### src/rtl/mem_req_seq.sv
// Memory request sequencer: turns one load/store request into a single aligned
// access or a sequence of byte accesses, then holds a response until consumed.
module mem_req_seq #(
  parameter int ADDR_W = 6
) (
  input  logic              clk,
  input  logic              rst_n,
  input  logic              req_valid,
  output logic              req_ready,
  input  logic              req_we,
  input  logic [2:0]        req_func3,
  input  logic [ADDR_W-1:0] req_addr,
  input  logic [31:0]       req_wdata,
  output logic              rsp_valid,
  input  logic              rsp_ready,
  output logic [31:0]       rsp_rdata,
  output logic              rsp_err,
  output logic              mem_ena,
  output logic [2:0]        mem_func3,
  output logic [ADDR_W-1:0] mem_addr,
  output logic [31:0]       mem_store_data,
  input  logic [31:0]       mem_load_data
);

  typedef enum logic [1:0] {IDLE, SINGLE, SPLIT, RESP} state_e;

  state_e              state_q;
  logic                we_q;
  logic [2:0]          func3_q;
  logic [ADDR_W-1:0]   addr_q;
  logic [31:0]         wdata_q;
  logic [1:0]          cnt_q;
  logic [31:0]         asm_q;
  logic                rsp_valid_q, rsp_err_q, mem_ena_q;
  logic [31:0]         rsp_rdata_q, mem_sd_q;
  logic [2:0]          mem_func3_q;
  logic [ADDR_W-1:0]   mem_addr_q;

  logic                legal_in, aligned_in;
  logic [1:0]          cnt_d, last_k;
  logic [31:0]         asm_d, ld_ext;

  assign req_ready      = (state_q == IDLE);
  assign rsp_valid      = rsp_valid_q;
  assign rsp_rdata      = rsp_rdata_q;
  assign rsp_err        = rsp_err_q;
  assign mem_ena        = mem_ena_q;
  assign mem_func3      = mem_func3_q;
  assign mem_addr       = mem_addr_q;
  assign mem_store_data = mem_sd_q;

  always_comb begin
    legal_in = 1'b0;
    case (req_func3)
      3'b000, 3'b001, 3'b010: legal_in = 1'b1;
      3'b100, 3'b101:         legal_in = !req_we;
      default:                legal_in = 1'b0;
    endcase
  end

  always_comb begin
    aligned_in = 1'b0;
    case (req_func3[1:0])
      2'b00:   aligned_in = 1'b1;
      2'b01:   aligned_in = !req_addr[0];
      2'b10:   aligned_in = (req_addr[1:0] == 2'b00);
      default: aligned_in = 1'b0;
    endcase
  end

  // Split transfers are only ever halves (2 bytes) or words (4 bytes).
  assign last_k = func3_q[1] ? 2'd3 : 2'd1;
  assign cnt_d  = cnt_q + 2'd1;

  always_comb begin
    asm_d = asm_q;
    asm_d[{cnt_q, 3'b000} +: 8] = mem_load_data[7:0];
  end

  always_comb begin
    case (func3_q)
      3'b001:  ld_ext = {{16{asm_d[15]}}, asm_d[15:0]};
      3'b101:  ld_ext = {16'h0, asm_d[15:0]};
      default: ld_ext = asm_d;
    endcase
  end

  always_ff @(posedge clk or negedge rst_n) begin
    if (!rst_n) begin
      state_q     <= IDLE;
      we_q        <= 1'b0;
      func3_q     <= 3'b000;
      addr_q      <= '0;
      wdata_q     <= 32'h0;
      cnt_q       <= 2'd0;
      asm_q       <= 32'h0;
      rsp_valid_q <= 1'b0;
      rsp_err_q   <= 1'b0;
      rsp_rdata_q <= 32'h0;
      mem_ena_q   <= 1'b0;
      mem_func3_q <= 3'b000;
      mem_addr_q  <= '0;
      mem_sd_q    <= 32'h0;
    end else begin
      case (state_q)
        IDLE: if (req_valid) begin
          we_q    <= req_we;
          func3_q <= req_func3;
          addr_q  <= req_addr;
          wdata_q <= req_wdata;
          cnt_q   <= 2'd0;
          if (!legal_in) begin
            state_q     <= RESP;
            rsp_valid_q <= 1'b1;
            rsp_err_q   <= 1'b1;
            rsp_rdata_q <= 32'h0;
          end else if (aligned_in) begin
            state_q     <= SINGLE;
            mem_ena_q   <= req_we;
            mem_func3_q <= req_func3;
            mem_addr_q  <= req_addr;
            mem_sd_q    <= req_wdata;
          end else begin
            state_q     <= SPLIT;
            mem_ena_q   <= req_we;
            mem_func3_q <= req_we ? 3'b000 : 3'b100;
            mem_addr_q  <= req_addr;
            mem_sd_q    <= {24'h0, req_wdata[7:0]};
          end
        end
        SINGLE: begin
          state_q     <= RESP;
          mem_ena_q   <= 1'b0;
          rsp_valid_q <= 1'b1;
          rsp_err_q   <= 1'b0;
          rsp_rdata_q <= we_q ? 32'h0 : mem_load_data;
        end
        SPLIT: begin
          if (!we_q) asm_q <= asm_d;
          if (cnt_q == last_k) begin
            state_q     <= RESP;
            mem_ena_q   <= 1'b0;
            rsp_valid_q <= 1'b1;
            rsp_err_q   <= 1'b0;
            rsp_rdata_q <= we_q ? 32'h0 : ld_ext;
          end else begin
            cnt_q      <= cnt_d;
            mem_ena_q  <= we_q;
            mem_addr_q <= addr_q + ADDR_W'(cnt_d);
            mem_sd_q   <= {24'h0, wdata_q[{cnt_d, 3'b000} +: 8]};
          end
        end
        RESP: if (rsp_ready) begin
          state_q     <= IDLE;
          rsp_valid_q <= 1'b0;
        end
        default: state_q <= IDLE;
      endcase
    end
  end

endmodule

### config.mk
export PLATFORM = sky130hd
export DESIGN_NAME = mem_req_seq
export DESIGN_NICKNAME = d
export VERILOG_FILES = /design/src/rtl/mem_req_seq.sv
export SDC_FILE = /design/constraint.sdc
export NUM_CORES = 1
export LEC_CHECK = 0
export BUFFER_PORTS_ARGS = -buffer_cell sky130_fd_sc_hd__buf_2
export CELL_PAD_IN_SITES_DETAIL_PLACEMENT = 0
export CELL_PAD_IN_SITES_GLOBAL_PLACEMENT = 2
export CORE_AREA = 2 2 156 158
export DETAILED_ROUTE_END_ITERATION = 16
export DIE_AREA = 0 0 158 160
export MAX_ROUTING_LAYER = met4
export PLACE_DENSITY_LB_ADDON = 0.05
export SLEW_MARGIN = 15
export SYNTH_ARGS = -nofsm -noshare
export SYNTH_HDL_FRONTEND = slang
export SYNTH_SLANG_ARGS = --single-unit
### constraint.sdc
create_clock -name clk -period 2.41 [get_ports clk]
set_clock_uncertainty 0.2 [all_clocks]
set_input_delay 0.241 -clock clk [delete_from_list [all_inputs] [get_ports clk]]
set_output_delay 0.241 -clock clk [all_outputs]
set_load 0.01 [all_outputs]
==> key figures <==
Worst setup path
  – Worst Reg2Reg Path Length in Cells: 7
  – Cell-by-cell trace of the critical path: inv_1 > ha_4 > inv_1 > o211ai_1 > or2_1 > buf_4 > o41ai_1
  – Type of origin of the critical path: register
  – Critical setup path kind: register to register
  – Most used cell, CP: inv_1
  – Max FO, Critical Path: 24
  – Total stage count of the critical path: 7
  – Delay of the slowest cell on the worst path: 430 ps
  – Required time of the critical path: approximately 2500 ps
  – Delay-heaviest family, CP: compound AO/OA/AOI/OAI gates
  – Crit path DAT: around 2400 ps
  – Slowest cell on crit path: o41ai_1
  – Critical Path End Type: register
  – Critical path buffer and inverter count: 3

Logic synthesis
  – Ys async rst share: 100.0%
  – Post-synthesis sequential element count: ~150
  – Distinct cell type count after synthesis: 53
  – Synth warnings: 0
  – Number of flops mapped to enable cells by yosys: 0
  – Sequential fraction of the synthesis area: around half
  – Average footprint of a synthesized cell: roughly 12 sq um
  – Simple logic cell fraction of the synthesized area: 7.458%
  – Dominant combinational cell family by area after synthesis: compound AO/OA/AOI/OAI gates
  – Netlist area before placement: 7634 sq um
  – Primary FF master, synth: dfrtp_1
  – Share of the synthesized area in compound gates (AO/OA/AOI/OAI): 19.24%
  – Multiplexer share of the synthesized area: between 10% and 20%
  – Syn_nets: 710
  – Post-synthesis instance total: about 620
  – Arithmetic-cell share of the synthesized area counting full adders, half adders and majority gates: 2.393%
  – Xor and xnor area share after synthesis: less than 1%

Die
  – Placeable core region: about 24000 sq um
  – Initial Util: approximately a third
  – Site row count: 57
  – Die W: 158 um
  – Die Height: 160 um
  – Die ar.: 25280 sq um
  – # IOs: around 160

Clock tree
  – Clock network latency to the later pin of the worst-skew pair: 430 ps
  – Maximum buffer depth of the clock tree: 2
  – Cell chosen for the clock root: clkbuf_16
  – Cts bufs inserted: 17
  – Clock tree sinks: ~150
  – TritonCTS clock tree: yes
  – Reg clk slew, reported paths: around 60 ps
  – Number of levels in the clock H-tree: 4

Drt
  – Post-detailed-route count of antenna-violating nets: 0
  – Routed len/inst: about 19 um
  – Number of search-and-repair iterations in the first detailed-routing pass: 5
  – Number of remaining DRC errors: 0
  – Overall via count from detail_route: between 6000 and 7000
  – Drt via density: approximately 5.2
  – Number of violations reported at the end of detailed-routing iteration 0: 310
  – Drt total wl: between 20 and 25 mm

STA
  – Timing-limited maximum frequency: between 400 and 500 MHz
  – Final cycle utilization of the critical path: between 90% and 100%
  – Slew Limit Headroom: approximately 56%
  – Final setup viols: 0
  – Post-layout minimum cycle time: between 2000 and 2500 ps
  – Post-route worst hold slack: between 10 and 15 ps
  – Pin slew with the least headroom to its limit: ~660 ps
  – Final Hold Viols: 0
  – Pins Over Slew Limit: 0

GRT
  – Aggregate global-route resource usage: a little under a fifth
  – Antenna violations before repair: 0
  – Vias in the first global route: roughly 6400
  – Largest net degree at the start of global routing: a little under 60
  – Remaining global-route overflow: 0
  – Wire length of the first global-routing pass: between 30 and 40 mm

Layout
  – Final core utilization: a little over two fifths
  – Number of nets in the layout: 925
  – Most common cell after layout, fill and taps aside: dfrtp_1
  – Count of inserted antenna diode cells: 0
  – Area grow syn2layout: 32.57%
  – Fraction of final layout cells sized beyond drive strength 1: between 40 and 50%
  – Commonest non-fill, non-tap cells in the layout: dfrtp_1, buf_2, mux2_2
  – Cell area after layout: ~10000 sq um

Power and ir drop
  – Cell Pwr Density: between 1000 and 1500 nW/um^2
  – Worst ir drop on vdd: approximately 610 uV
  – Leakage component of the power: roughly 0.0046 uW

Placed design
  – Standard cell area after detailed placement: around 9000 sq um
  – Port Buffer Count: 154
  – Weighted congestion reported at the end of routability-driven placement: about 0.76
  – Half-perimeter wire length after placement: 15.81 mm

Run
  – Number of maximum-capacitance constraint violations: 0

Status
  – Outcome: completed

Min path
  – Classification of the worst-slack hold path: input port to register
  – Hold depth: 3
-- path summary, 6_finish.rpt --
| check | from | to | slack (ps) |
|---|---|---|---|
| setup / recovery | state_q[0]$_DFFE_PN0P_ | rsp_rdata[16]$_DFFE_PN0P_ | 80 |
| hold / removal | mem_load_data[6] | asm_q[6]$_DFFE_PN0P_ | 10 |
| setup reg to reg | state_q[0]$_DFFE_PN0P_ | rsp_rdata[16]$_DFFE_PN0P_ | 80 |
| hold reg to reg | asm_q[2]$_DFFE_PN0P_ | asm_q[2]$_DFFE_PN0P_ | 290 |
| max in group asynchronous | rst_n | mem_store_data[0]$_DFFE_PN0P_ | 1250 |
| min in group asynchronous | rst_n | asm_q[11]$_DFFE_PN0P_ | 90 |
-- flip-flops by register name, summed over array words and instances, names as in the netlist --
name / count
asm_q: 32
mem_store_data: 32
mem_addr: 6
mem_func3: 3
func3_q: 3
rsp_rdata: 32
we_q: 1
rsp_err: 1
addr_q: 6
state_q: 2
mem_ena: 1
cnt_q: 2
wdata_q: 32
rsp_valid: 1
-- stage by stage --
| step | setup WS [ps] | cells | TNS [ps] | total power (uW) |
|---|---|---|---|---|
| floorplan | 38.54 | 618 | 0 | 9091 |
| global placement | 162.3 | 1083 | 0 | 11390 |
| detailed placement | 74.85 | 1083 | 0 | 11540 |
| CTS | 59.63 | 1169 | 0 | 14180 |
| global route | -17.00 | 1170 | -17.00 | 15070 |
| finish | 79.23 | 1170 | 0 | 14030 |
-- synthesized netlist by cell type (all sizes together) (3+ instances only) --
cell | n | share of area (%)
and2 | 3 | 0.25
nor3b | 24 | 2.4
nor3 | 5 | 0.33
a222oi | 7 | 0.92
a22o | 40 | 4.6
mux2 | 90 | 13
mux4 | 8 | 2.4
nand2 | 26 | 1.3
a22oi | 16 | 1.6
buf | 28 | 2.0
a221o | 15 | 2.0
a31oi | 4 | 0.33
o41ai | 16 | 3.1
nor2b | 6 | 0.49
nor2 | 12 | 0.62
a21oi | 25 | 1.7
clkbuf | 22 | 1.1
mux2i | 4 | 0.52
dfrtp | 154 | 50
nand4bb | 3 | 0.44
o21ai | 43 | 2.8
a211oi | 3 | 0.30
o31ai | 8 | 0.79
inv | 16 | 0.79
ha | 13 | 2.1
-- layer usage --
metal	GRT usage, %	up-vias	share of wire (%)
li1	-	2784	-
met1	24.58	3020	44
met2	30.14	208	49
met3	3.555	22	5.6
met4	5.815	0	1.6
met5	-	-	0
-- area by class of cell --
type                            instances  area, sq um
Sequential cell                       154         3854
Tap cell                              324        405.4
Inverter                               16        63.81
Fill cell                            2345        13700
Multi-Input combinational cell        398         3536
Clock inverter                         11        86.33
Timing Repair Buffer                  246         1714
Clock buffer                           21        460.4
-- logic make-up (layout without fill, tap and decap cells) --
kind of cell             count (synthesis)  after routing
buffers and inverters                   66            294
adder cells (fa/ha/maj)                 14             14
flip-flops                             154            154
AO/OA/AOI/OAI                          187            187
XOR/XNOR                                 3              3
multiplexers                           102            102
AND/OR/NAND/NOR                         92             92
-- timing repair --
item | CTS | global route
resized for setup | 0 | 6
setup buffers | 0 | 1
hold buffers | 54 | 0
hold endpoints to repair | 219 | 0
setup endpoints to repair | 0 | 19
-- worst reg2reg max path, stage by stage, from the launching register on --
cell and delay, ps:
dfrtp_1 420, inv_1 130, ha_4 210, inv_1 140, o211ai_1 160, or2_1 250
buf_4 260, o41ai_1 440
-- power breakdown --
group	internal [uW]	leakage, uW	switching, uW	total, uW
clock	1390	0.000264	1120	2510
combinational	3380	0.00241	3760	7140
sequential	3720	0.00198	658	4380
total	8490	0.00465	5540	14000
Note: power is estimated with default switching activity, not from simulation.
